### src/rtl/addsub_sat_pipe_if.sv
// Handshake and data bundle for the pipelined saturating add/sub unit.
// The master side drives the operands and the result-accept signal; the slave side is the datapath.
interface addsub_sat_pipe_if #(
    parameter int unsigned WIDTH = 16,
    parameter int unsigned LANES = 1
);
    logic             in_valid;
    logic             in_ready;
    logic [1:0]       op;
    logic [WIDTH-1:0] A;
    logic [WIDTH-1:0] B;
    logic             out_valid;
    logic             out_ready;
    logic [WIDTH-1:0] out_sum;
    logic [LANES-1:0] out_ovfl;
    logic             clr_sticky;
    logic [LANES-1:0] ovfl_sticky;

    modport master (
        output in_valid, op, A, B, out_ready, clr_sticky,
        input  in_ready, out_valid, out_sum, out_ovfl, ovfl_sticky
    );

    modport slave (
        input  in_valid, op, A, B, out_ready, clr_sticky,
        output in_ready, out_valid, out_sum, out_ovfl, ovfl_sticky
    );
endinterface

### src/rtl/addsub_sat_pipe.sv
// Two-stage saturating SIMD add/sub with a per-lane saturating accumulator and sticky overflow.
// S1 registers the op; S2 holds the saturated result until the consumer takes it.
module addsub_sat_pipe #(
    parameter int unsigned WIDTH = 16,
    parameter int unsigned LANES = 1
) (
    input  logic              clk,
    input  logic              rst,
    addsub_sat_pipe_if.slave  bus
);
    localparam int unsigned LANE_W = WIDTH / LANES;

    typedef enum logic [1:0] {
        OP_ADD = 2'b00,
        OP_SUB = 2'b01,
        OP_ACC = 2'b10,
        OP_CLR = 2'b11
    } op_e;

    logic             s1_valid;
    op_e              s1_op;
    logic [WIDTH-1:0] s1_a;
    logic [WIDTH-1:0] s1_b;
    logic [WIDTH-1:0] acc;
    logic             out_valid_q;
    logic [WIDTH-1:0] out_sum_q;
    logic [LANES-1:0] out_ovfl_q;
    logic [LANES-1:0] sticky_q;

    logic [WIDTH-1:0] res_sum;
    logic [LANES-1:0] res_ovfl;
    logic [WIDTH-1:0] acc_nxt;
    logic             load;
    logic             accept;
    logic             in_ready_c;

    // S2 may take a new op whenever it is empty or being drained this cycle.
    assign load       = s1_valid & (~out_valid_q | bus.out_ready);
    assign in_ready_c = ~rst & (~s1_valid | ~out_valid_q | bus.out_ready);
    assign accept     = bus.in_valid & in_ready_c;

    assign bus.in_ready    = in_ready_c;
    assign bus.out_valid   = out_valid_q;
    assign bus.out_sum     = out_sum_q;
    assign bus.out_ovfl    = out_ovfl_q;
    assign bus.ovfl_sticky = sticky_q;

    // Per-lane arithmetic; SUB folds into an add of ~B with carry-in, so one overflow rule covers all ops.
    always_comb begin
        logic [LANE_W-1:0] x;
        logic [LANE_W-1:0] y;
        logic [LANE_W-1:0] s;
        logic [LANE_W-1:0] sat;
        logic [LANE_W-1:0] lane_res;
        logic              cin;
        logic              ov;

        res_sum  = '0;
        res_ovfl = '0;
        acc_nxt  = acc;
        x        = '0;
        y        = '0;
        s        = '0;
        sat      = '0;
        lane_res = '0;
        cin      = 1'b0;
        ov       = 1'b0;

        for (int unsigned i = 0; i < LANES; i++) begin
            x   = (s1_op == OP_ACC) ? acc[i*LANE_W +: LANE_W] : s1_a[i*LANE_W +: LANE_W];
            cin = (s1_op == OP_SUB);
            case (s1_op)
                OP_SUB:  y = ~s1_b[i*LANE_W +: LANE_W];
                OP_ACC:  y = s1_a[i*LANE_W +: LANE_W];
                default: y = s1_b[i*LANE_W +: LANE_W];
            endcase
            s   = x + y + LANE_W'(cin);
            ov  = (x[LANE_W-1] == y[LANE_W-1]) && (s[LANE_W-1] != x[LANE_W-1]);
            sat = x[LANE_W-1] ? {1'b1, {(LANE_W-1){1'b0}}} : {1'b0, {(LANE_W-1){1'b1}}};
            lane_res = ov ? sat : s;

            res_sum[i*LANE_W +: LANE_W] = lane_res;
            res_ovfl[i]                 = ov;
            if (s1_op == OP_ACC) begin
                acc_nxt[i*LANE_W +: LANE_W] = lane_res;
            end
        end

        // CLR reports the old accumulator and empties it.
        if (s1_op == OP_CLR) begin
            res_sum  = acc;
            res_ovfl = '0;
            acc_nxt  = '0;
        end
    end

    // Stage registers, accumulator and sticky flags.
    always_ff @(posedge clk) begin
        if (rst) begin
            s1_valid    <= 1'b0;
            s1_op       <= OP_ADD;
            s1_a        <= '0;
            s1_b        <= '0;
            acc         <= '0;
            out_valid_q <= 1'b0;
            out_sum_q   <= '0;
            out_ovfl_q  <= '0;
            sticky_q    <= '0;
        end else begin
            s1_valid <= accept | (s1_valid & ~load);
            if (accept) begin
                s1_op <= op_e'(bus.op);
                s1_a  <= bus.A;
                s1_b  <= bus.B;
            end

            if (load) begin
                out_valid_q <= 1'b1;
                out_sum_q   <= res_sum;
                out_ovfl_q  <= res_ovfl;
                acc         <= acc_nxt;
                sticky_q    <= (bus.clr_sticky ? '0 : sticky_q) | res_ovfl;
            end else begin
                if (bus.out_ready) begin
                    out_valid_q <= 1'b0;
                end
                if (bus.clr_sticky) begin
                    sticky_q <= '0;
                end
            end
        end
    end
endmodule

### src/flat_wrapper.sv
// flat-port wrapper written by rule: the top's interface ports become plain ports
module addsub_sat_pipe_flat 
#(
    parameter int unsigned WIDTH = 16,
    parameter int unsigned LANES = 1
)
  (clk, rst, bus_in_valid, bus_op, bus_A, bus_B, bus_out_ready, bus_clr_sticky, bus_in_ready, bus_out_valid, bus_out_sum, bus_out_ovfl, bus_ovfl_sticky);
  addsub_sat_pipe_if #(.WIDTH(WIDTH), .LANES(LANES)) bus_i ();
  input  logic clk;
  input  logic rst;
  input wire logic [$bits(bus_i.in_valid)-1:0] bus_in_valid;
  input wire logic [$bits(bus_i.op)-1:0] bus_op;
  input wire logic [$bits(bus_i.A)-1:0] bus_A;
  input wire logic [$bits(bus_i.B)-1:0] bus_B;
  input wire logic [$bits(bus_i.out_ready)-1:0] bus_out_ready;
  input wire logic [$bits(bus_i.clr_sticky)-1:0] bus_clr_sticky;
  output wire logic [$bits(bus_i.in_ready)-1:0] bus_in_ready;
  output wire logic [$bits(bus_i.out_valid)-1:0] bus_out_valid;
  output wire logic [$bits(bus_i.out_sum)-1:0] bus_out_sum;
  output wire logic [$bits(bus_i.out_ovfl)-1:0] bus_out_ovfl;
  output wire logic [$bits(bus_i.ovfl_sticky)-1:0] bus_ovfl_sticky;
  assign bus_i.in_valid = bus_in_valid;
  assign bus_i.op = bus_op;
  assign bus_i.A = bus_A;
  assign bus_i.B = bus_B;
  assign bus_i.out_ready = bus_out_ready;
  assign bus_i.clr_sticky = bus_clr_sticky;
  assign bus_in_ready = bus_i.in_ready;
  assign bus_out_valid = bus_i.out_valid;
  assign bus_out_sum = bus_i.out_sum;
  assign bus_out_ovfl = bus_i.out_ovfl;
  assign bus_ovfl_sticky = bus_i.ovfl_sticky;
  addsub_sat_pipe #(.WIDTH(WIDTH), .LANES(LANES)) u_core (.clk(clk), .rst(rst), .bus(bus_i));
endmodule
### config.mk
export PLATFORM = sky130hd
export DESIGN_NAME = addsub_sat_pipe_flat
export DESIGN_NICKNAME = d
export VERILOG_FILES = /design/src/rtl/addsub_sat_pipe_if.sv /design/src/rtl/addsub_sat_pipe.sv /design/src/flat_wrapper.sv
export SDC_FILE = /design/constraint.sdc
export NUM_CORES = 1
export LEC_CHECK = 0
export ABC_AREA = 0
export BUFFER_PORTS_ARGS = -buffer_cell sky130_fd_sc_hd__buf_2
export CORE_ASPECT_RATIO = 1.1
export CORE_MARGIN = 5
export CORE_UTILIZATION = 62
export CTS_CLUSTER_DIAMETER = 120
export DETAILED_ROUTE_END_ITERATION = 12
export PLACE_DENSITY = 0.85
export SYNTH_ARGS = -nofsm -noshare
export SYNTH_HDL_FRONTEND = slang
export SYNTH_SLANG_ARGS = --single-unit
export TNS_END_PERCENT = 50
### constraint.sdc
create_clock -name clk -period 10.5 [get_ports clk]
set_input_delay 3.15 -clock clk [delete_from_list [all_inputs] [get_ports clk]]
set_output_delay 3.15 -clock clk [all_outputs]
set_load 0.02 [all_outputs]
==> results.yml, run 1 <==
floorplanning:
  die_w_um: 87.99
  dieArea_sq_um: 8428
  io_pins: 59
  placementRows: 31
  die_h_um: 95.79
  start_util: 0.6328
  fp.coreArea_sq_um: 6555
synth:
  yosys-top-cells-count: "nand2_1 (84), dfxtp_1 (70), nor2_1 (40)"
  synth_area_leader_cell: "dfxtp_1"
  synthDominantCellAreaShare: 0.3379
  synth_area_leaders: "dfxtp_1 (34%), nand2_1 (7.6%), ha_1 (5.1%), mux2_2 (4.3%), a21oi_1 (4.2%)"
  async_flop_share: 0
  synth_warnings: 0
  synth_fp_nets: 551
  seq_area_frac_synth: 0.3379
  synth-seq-cells: 70
  synthCells: 493
  yosysUniqueCellTypes: 59
  syn_avg_cell_area_sq_um: 8.413
  syn_area_sq_um: 4148
  synth.most_common_cell: "nand2_1"
  synth_edf_count: 0
  yosys_most_used_dff: "dfxtp_1"
worst_setup_path:
  crit_required_ns: 7.35
  cp_data_arrival_time_ns: 4.25
  crit_type: "primary input to primary output"
  path_max_fanout: 74
  critical_path.max_stage_delay_ns: 0.57
  path_buf_inv: 3
  critPathCaptureType: "primary output"
  startpoint_type: "primary input"
  path_cells: "buf_2 > buf_4 > a21oi_1 > buf_2"
  crit_family: "buffers and inverters"
  cp_num_cells: 4
  reg2reg_depth: 10
  critical_path.most_common_cell: "buf_2"
  cpMaxStageDelayCell: "buf_4"
timing:
  max_slew.worst_pin.slew_ns: 1.125
  hold_viol: 0
  fin_hold_ws_ns: 0.4843
  slew_violations: 0
  skew_ns: 0.006622
  tns_ns: 0
  setup_violations: 0
  fmax_ghz: 0.1351
  period_share: 0.7051
  fin_ws_ns: 3.097
  period_needed_ns: 7.403
  relSlewSlack: 0.2485
  rsz0062_at_grt: "false"
outcome:
  status: "finished, final reports clean"
route:
  drcViolationCount: 0
  firstDrtPassIters: 5
  drtIter0Drc: 182
  drtAntennaViolNets: 0
  vias: 3774
  post_drt_wl_per_cell_um: 16.02
  avgViaCountPerCell: 6.117
  postRouteWirelength_um: 9886
clock_tree:
  root_buffer: "clkbuf_8"
  clk_latency_ns: 0.35
  cts.clk_slew.worst_paths_ns: 0.06
  cts_tree: "yes"
  h-tree-depth: 3
  cts_resized: 0
  postCtsSetupBuffers: 0
  cts_buffers: 9
  ctsHoldBuffers: 0
  clock-sinks: 70
  clk_path_buf_depth: 2
flow_run:
  max_cap_viol_count: 0
placed_design:
  dp_hpwl_um: 7170
  place_area_sq_um: 4399
  preCtsSetupSlack_ns: 3.156
  place_congestion: 0.8362
  io_buffers: 58
worst_hold_path:
  hold-path-cell-count: 2
  hp-class: "register to register"
cells_and_area:
  final_area_sq_um: 4567
  layout-drive-gt1-share: 0.2262
  n_antenna_cell: 0
  area_delta_synth_final_pct: 10.11
  nets: 589
global_route:
  grtUsageTotal: 0.2436
  grt-ovfl-total: 0
  grt_pass1_wl_um: 16210
  antenna_found_initial: 0
  grt_start_max_net_pins: 75
  grt_pass1_vias: 3627
power:
  power_leakage_nw: 1.847
  powerDensity_nw_per_um2: 154.8
  finalPower_uw: 706.9
  vdd_ir_drop_max_uv: 104.5
cells by family after synthesis:
| kind of cell | after synthesis | synth area share |
|---|---|---|
| adders and majority gates | 19 | 0.06093 |
| DFF | 70 | 0.3379 |
| buffers and inverters | 61 | 0.06485 |
| AOI/OAI and AO/OA | 145 | 0.2739 |
| muxes | 17 | 0.04585 |
| xor gates and xnor gates | 7 | 0.01478 |
| and+or+nand+nor | 174 | 0.2018 |
worst register-to-register path, cell delays in order, from the launching register on:
cell	delay, ns
dfxtp_1	0.37
inv_1	0.08
ha_1	0.98
a21oi_1	0.25
fa_1	0.49
a211oi_1	0.36
o211ai_2	0.17
a21oi_1	0.32
a21oi_2	0.16
a21oi_2	0.68
a211oi_1	0.21
layout by cell type (no fill, tap or decap), types with 2 or more instances in the layout:
master	Yosys	layout
nand3b_1	20	20
a221oi_1	15	15
nor2_1	40	40
clkbuf_8	0	11
a21oi_1	35	35
dfxtp_1	70	70
clkbuf_1	25	3
mux2_2	16	16
a31oi_1	2	2
and2_1	2	2
nand2b_1	7	7
nor3b_1	3	3
buf_4	2	4
buf_2	2	58
fa_1	2	2
nand3_2	2	2
a211oi_2	12	12
a211oi_1	5	5
a21o_1	3	3
a311oi_1	16	16
o21ai_1	3	3
o21ai_0	10	10
nand2_2	2	2
xor2_1	2	2
o21ai_2	2	2
o31ai_1	19	19
ha_1	17	17
o211ai_1	4	4
xnor2_1	5	5
a21oi_2	4	4
inv_1	26	26
nand2_1	84	84
nor2b_1	5	5
worst paths after layout:
check / from / endpoint / slack, ns
min reg2reg: u_core.bus.out_ovfl / u_core.bus.out_ovfl / 0.48
max: rst / bus_in_ready / 3.10
min: u_core.bus.out_ovfl / u_core.bus.out_ovfl / 0.48
max reg2reg: u_core.s1_op[0] / u_core.acc[1] / 6.28
registers in the layout (all words and copies together), names as in the netlist:
name                    flops
u_core.acc                 16
u_core.s1_valid             1
u_core.s1_a                16
u_core.s1_op                2
u_core.bus.out_valid        1
u_core.bus.out_sum         16
u_core.bus.ovfl_sticky      1
u_core.bus.out_ovfl         1
u_core.s1_b                16
power by group:
group	switching [mW]	total, mW	internal, mW
logic	0.132	0.218	0.0860
registers	0.0112	0.295	0.284
clock network	0.0965	0.194	0.0974
total	0.240	0.707	0.467
per-stage QoR:
stage | std cells | utilization
after floorplan | 493 | -
after global placement | 602 | 0.6711
after detailed placement | 602 | 0.6711
after CTS | 617 | 0.6967
after global routing | 617 | 0.6967
final | 617 | 0.6967
area by class of cell:
class / count / area [sq um]
inverter: 26 / 97.59
sequential: 70 / 1401
fill: 515 / 1988
tap: 82 / 102.6
clock buffer: 14 / 162.7
multi-input combinational: 362 / 2477
timing repair buffer: 62 / 320.3
clock inverter: 1 / 5.005
metal layers:
metal / routed length, um / share of wire / global-route usage
met4: 344 / 0.035 / 0.1381
met1: 3925 / 0.40 / 0.2767
met3: 445 / 0.045 / 0.04195
met5: 0 / 0 / 0
met2: 5170 / 0.52 / 0.4278
Power figures use the tool's default switching activity.
==> run 2: changes to the inputs <==
--- a/config.mk
+++ b/config.mk
@@ -9,10 +9,10 @@
 export BUFFER_PORTS_ARGS = -buffer_cell sky130_fd_sc_hd__buf_2
 export CORE_ASPECT_RATIO = 1.1
 export CORE_MARGIN = 5
-export CORE_UTILIZATION = 62
+export CORE_UTILIZATION = 58
 export CTS_CLUSTER_DIAMETER = 120
 export DETAILED_ROUTE_END_ITERATION = 12
-export PLACE_DENSITY = 0.85
+export PLACE_DENSITY = 0.81
 export SYNTH_ARGS = -nofsm -noshare
 export SYNTH_HDL_FRONTEND = slang
 export SYNTH_SLANG_ARGS = --single-unit
==> constraint.sdc (replaced) <==
create_clock -name clk -period 7.66 [get_ports clk]
set_input_delay 2.298 -clock clk [delete_from_list [all_inputs] [get_ports clk]]
set_output_delay 2.298 -clock clk [all_outputs]
set_load 0.02 [all_outputs]
==> run 2 against run 1 <==
Sequential share of layout area fell by 0.27 points; setup slack worse by 1.1 ns; critical path depth stayed put; die area grew 6.1%; non-clock buffer count unchanged; sequential cell count stayed put; cell area increased by 0.90%; register-to-register slack lost 2.8 ns; global-route usage fell by 1.9 points; hold slack improved by 0.0097 ns; total power grew 44%; count of clock-buffer cells in the layout is 4 lower; critical endpoint unchanged; largest cell class unchanged; highest routed layer unchanged.
==> results.yml, run 2 (same netlist as run 1, synthesis figures left out) <==
cells_and_area:
  mostFrequentLayoutCells: "nand2_1 (84), dfxtp_1 (70), buf_2 (58), nor2_1 (40), a21oi_1 (35)"
  layout-drive-gt1-share: 0.2299
  nets: 589
  area.sequential_sq_um: 1401
  fillerInstances: 597
  area_delta_synth_final_pct: 11.10
  final_area_sq_um: 4608
  multi_input_area_sq_um: 2477
  fin_util: 0.6577
  final_common_cell: "nand2_1"
clock_tree:
  h-tree-depth: 3
  cts_tree: "yes"
  cts.clk_slew.worst_paths_ns: 0.06
  cts_buffers: 9
  clk_path_buf_depth: 2
  postCtsSetupBuffers: 0
  cts_resized: 0
  root_buffer: "clkbuf_8"
  clock-sinks: 70
  clk_latency_ns: 0.34
  ctsHoldBuffers: 0
route:
  vias: 3760
  drtAntennaViolNets: 0
  drcViolationCount: 0
  dr_wl_met3_um: 335
  drtIter0Drc: 170
  post_drt_wl_per_cell_um: 16.00
  firstDrtPassIters: 5
  postRouteWirelength_um: 9938
  maxUsedRoutingLayer: "met4"
  wl_met2_um: 5200
  avgViaCountPerCell: 6.055
  wl_met1_um: 3969
worst_setup_path:
  startpoint_type: "primary input"
  cp_data_arrival_time_ns: 3.33
  crit_required_ns: 5.36
  critPathCaptureType: "primary output"
  path_max_fanout: 74
  crit_type: "primary input to primary output"
global_route:
  grt-ovfl-total: 0
  antenna_found_initial: 1
  grtUsageTotal: 0.2245
  grt_pass1_wl_um: 16560
  grt_start_max_net_pins: 75
  grt_pass1_vias: 3642
power:
  powerDensity_nw_per_um2: 220.6
  combPwrFrac: 0.293
  switchingPower_uw: 330.0
  internal-power_uw: 686.6
  finalPower_mw: 1.017
  seqPwrFrac: 0.398
  swShare: 0.3246
  clockPowerShare: 0.309
  vdd_ir_drop_max_uv: 200.2
  power_leakage_nw: 1.866
timing:
  skew_ns: 0.009731
  max_slew.worst_pin.slew_ns: 1.066
  relSlewSlack: 0.2894
  fmax_ghz: 0.1776
  rsz0062_at_grt: "false"
  setup_violations: 0
  slew_violations: 0
  tns_ns: 0
  period_needed_ns: 5.631
  hold_viol: 0
  period_share: 0.7351
floorplanning:
  fp.coreArea_sq_um: 7007
  die_h_um: 98.69
  io_pins: 59
  placementRows: 32
  start_util: 0.5920
  dieArea_sq_um: 8944
  die_w_um: 90.63
placed_design:
  io_buffers: 58
  place_area_sq_um: 4403
  place_congestion: 0.8931
  dp_hpwl_um: 7397
outcome:
  status: "finished, final reports clean"
flow_run:
  max_cap_viol_count: 0
worst_hold_path:
  hp-class: "register to register"
run 2: cell count changes in the layout (fill, tap and decap cells not counted), sizes merged:
cell and change:
clkinv +2, bufinv +2, clkbuf -4, diode +1
run 2: layout make-up:
class,count,area share
multi-input cells,362,0.5376
flip-flops and latches,70,0.3041
repair buffers,62,0.06951
clock buffers,10,0.02769
well taps,85,0.02308
inverters,26,0.02118
clock inverters,5,0.01629
diodes,1,0.0005430
run 2: metal layers:
layer / vias up / GRT usage
li1: 1849 / -
met1: 1794 / 0.2437
met2: 85 / 0.4053
met3: 32 / 0.05115
met4: 0 / 0.1145
met5: - / 0
run 2: stage by stage:
step / std cells / worst slack, ns / hold WS [ns]
2_1_floorplan: 493 / 2.581 / 0.4583
3_3_place_gp: 605 / 2.062 / 0.4622
3_5_place_dp: 605 / 2.014 / 0.4854
4_1_cts: 620 / 2.015 / 0.4984
5_1_grt: 621 / 1.946 / 0.5162
6_report: 621 / 2.029 / 0.4940
run 2: power by group through the flow:
stage          logic (mW)  clock network (mW)  registers (mW)
2_1_floorplan       0.229                   0           0.418
3_3_place_gp        0.289                   0           0.412
3_5_place_dp        0.297                   0           0.413
4_1_cts             0.298               0.318           0.404
5_1_grt             0.331               0.337           0.407
6_report            0.298               0.314           0.404
run 2: worst paths after layout:
kind / start / endpoint / slack, ns / cells after the start
setup / recovery: rst / bus_in_ready / 2.03 / 4
hold / removal: u_core.bus.out_sum[1] / u_core.bus.out_sum[1] / 0.49 / 2
setup reg to reg: u_core.s1_op[0] / u_core.acc[2] / 3.46 / 10
hold reg to reg: u_core.bus.out_sum[1] / u_core.bus.out_sum[1] / 0.49 / 2
run 2: worst max-delay path: stages:
cell     delay (ns)
buf_2          0.07
buf_4          0.58
a21oi_1        0.15
buf_2          0.21
==> run 3: changes to the inputs <==
--- a/config.mk
+++ b/config.mk
@@ -5,14 +5,14 @@
 export SDC_FILE = /design/constraint.sdc
 export NUM_CORES = 1
 export LEC_CHECK = 0
-export ABC_AREA = 0
+export ABC_AREA = 1
 export BUFFER_PORTS_ARGS = -buffer_cell sky130_fd_sc_hd__buf_2
 export CORE_ASPECT_RATIO = 1.1
 export CORE_MARGIN = 5
-export CORE_UTILIZATION = 58
+export CORE_UTILIZATION = 53
 export CTS_CLUSTER_DIAMETER = 120
 export DETAILED_ROUTE_END_ITERATION = 12
-export PLACE_DENSITY = 0.81
+export PLACE_DENSITY = 0.77
 export SYNTH_ARGS = -nofsm -noshare
 export SYNTH_HDL_FRONTEND = slang
 export SYNTH_SLANG_ARGS = --single-unit
==> constraint.sdc (replaced) <==
create_clock -name clk -period 4.9 [get_ports clk]
set_input_delay 1.47 -clock clk [delete_from_list [all_inputs] [get_ports clk]]
set_output_delay 1.47 -clock clk [all_outputs]
set_load 0.02 [all_outputs]
==> run 3 against run 2 <==
Combinational power grew 48%; critical path depth grew 2; setup slack lost 0.78 ns; critical endpoint unchanged; largest power group unchanged.
==> results.yml, run 3 <==
outcome:
  status: "finished, final reports clean"
floorplanning:
  placementRows: 34
  start_util: 0.5455
  die_h_um: 104.9
  io_pins: 59
  die_w_um: 96.27
  dieArea_sq_um: 10100
  fp.coreArea_sq_um: 7955
synth:
  synth.most_common_cell: "nand2_1"
  async_flop_share: 0
  seq_area_frac_synth: 0.3230
  yosys-top-cells-count: "nand2_1 (191), inv_1 (109), dfxtp_1 (70)"
  synth_edf_count: 0
  syn_avg_cell_area_sq_um: 6.457
  synth_area_leaders: "dfxtp_1 (32%), nand2_1 (17%), inv_1 (9.4%), o21ai_0 (5.8%), ha_1 (4.9%)"
  synth_fp_nets: 730
  synth_area_leader_cell: "dfxtp_1"
  synth_warnings: 0
  yosysUniqueCellTypes: 35
  synthDominantCellAreaShare: 0.3230
  yosys_most_used_dff: "dfxtp_1"
  synth-seq-cells: 70
  syn_area_sq_um: 4339
  synthCells: 672
timing:
  relSlewSlack: 0.1183
  setup_violations: 0
  period_needed_ns: 3.649
  hold_viol: 0
  skew_ns: 0.01215
  slew_violations: 0
  rsz0062_at_grt: "false"
  tns_ns: 0
  max_slew.worst_pin.slew_ns: 1.323
  period_share: 0.7447
  fmax_ghz: 0.2740
clock_tree:
  cts_tree: "yes"
  root_buffer: "clkbuf_8"
  clk_latency_ns: 0.35
  postCtsSetupBuffers: 0
  clk_path_buf_depth: 2
  cts_resized: 0
  cts_buffers: 9
  ctsHoldBuffers: 0
  cts.clk_slew.worst_paths_ns: 0.07
  h-tree-depth: 3
  clock-sinks: 70
placed_design:
  place_congestion: 0.8793
  io_buffers: 58
  dp_hpwl_um: 8203
global_route:
  grt_pass1_vias: 4103
  grt_pass1_wl_um: 19180
  grtUsageTotal: 0.2363
  grt-ovfl-total: 0
  grt_start_max_net_pins: 69
  antenna_found_initial: 0
flow_run:
  max_cap_viol_count: 0
worst_setup_path:
  path_cells: "buf_2 > inv_1 > nand2_1 > nor2_1 > nor2_1 > buf_2"
  cp_data_arrival_time_ns: 2.18
  path_buf_inv: 3
  crit_type: "primary input to primary output"
  path_max_fanout: 3
  cpMaxStageDelayCell: "nor2_1"
  critPathCaptureType: "primary output"
  startpoint_type: "primary input"
  crit_family: "simple AND/OR/NAND/NOR gates"
  critical_path.max_stage_delay_ns: 0.27
  crit_required_ns: 3.43
power:
  power_leakage_nw: 2.536
  swShare: 0.3368
  seqPwrFrac: 0.395
  combPwrFrac: 0.276
  switchingPower_uw: 538.1
  powerDensity_nw_per_um2: 329.1
  internal-power_mw: 1.059
  clockPowerShare: 0.329
  vdd_ir_drop_max_uv: 207.1
  finalPower_mw: 1.597
cells_and_area:
  area.sequential_sq_um: 1401
  n_antenna_cell: 0
  mostFrequentLayoutCells: "nand2_1 (191), inv_1 (109), dfxtp_1 (70), buf_2 (58), o21ai_0 (50)"
  layout-drive-gt1-share: 0.1206
  multi_input_area_sq_um: 2372
  area_delta_synth_final_pct: 11.88
  fillerInstances: 800
  nets: 767
  fin_util: 0.6103
  final_common_cell: "nand2_1"
route:
  vias: 4361
  postRouteWirelength_um: 11190
  firstDrtPassIters: 5
  avgViaCountPerCell: 5.312
  drtAntennaViolNets: 0
  wl_met1_um: 4771
  dr_wl_met3_um: 825
  maxUsedRoutingLayer: "met4"
  drcViolationCount: 0
  wl_met2_um: 5239
  post_drt_wl_per_cell_um: 13.63
  drtIter0Drc: 345
worst_hold_path:
  hp-class: "register to register"
run 3: final cells by class:
type,instances,share of cell area
timing repair buffer,61,0.06443
multi-input combinational,457,0.4887
tap,108,0.02784
inverter,110,0.08505
clock buffer,10,0.02835
sequential,70,0.2887
clock inverter,5,0.01701
run 3: logic make-up after synthesis:
group                      count (synthesis)  synth area share
muxes                                      1          0.002307
xor gates and xnor gates                   6           0.01211
DFF                                       70            0.3230
and+or+nand+nor                          292            0.2754
adders and majority gates                 19           0.05825
buffers and inverters                    145            0.1326
AOI/OAI and AO/OA                        139            0.1964
run 3: worst min-delay path: cells and delay by family (launching register included):
family,cells,cell delay [ns]
AND/OR/NAND/NOR,1,0.06
flip-flops,1,0.31
AO/OA/AOI/OAI,1,0.06
run 3: final timing paths:
kind	start	end	slack (ns)	depth (start not counted)
max reg2reg	u_core.s1_op[0]	u_core.bus.out_sum[13]	1.31	19
max	bus_out_ready	bus_in_ready	1.25	6
min reg2reg	u_core.bus.out_ovfl	u_core.bus.out_ovfl	0.47	2
min	u_core.bus.out_ovfl	u_core.bus.out_ovfl	0.47	2
run 3: power groups by stage:
stage / Sequential [mW] / Combinational, mW / Clock, mW
floorplan: 0.653 / 0.317 / 0
global placement: 0.642 / 0.429 / 0
detailed placement: 0.643 / 0.437 / 0
CTS: 0.630 / 0.440 / 0.533
global route: 0.635 / 0.500 / 0.560
finish: 0.630 / 0.441 / 0.526
run 3: per-layer routing:
layer,track usage,vias to the layer above
met5,0,-
met4,0.09248,0
li1,-,2212
met3,0.04601,25
met1,0.3137,1975
met2,0.3735,149
run 3: through the flow:
| stage | area (sq um) | setup WS (ns) | cells | hold WS, ns |
|---|---|---|---|---|
| 6_report | 4855 | 1.251 | 821 | 0.4688 |
| 5_1_grt | 4855 | 0.9328 | 821 | 0.5000 |
| 4_1_cts | 4855 | 1.248 | 821 | 0.4713 |
| 3_5_place_dp | 4634 | 1.253 | 806 | 0.4597 |
| 3_3_place_gp | 4634 | 1.292 | 806 | 0.4508 |
| 2_1_floorplan | 4339 | 1.305 | 672 | 0.4506 |
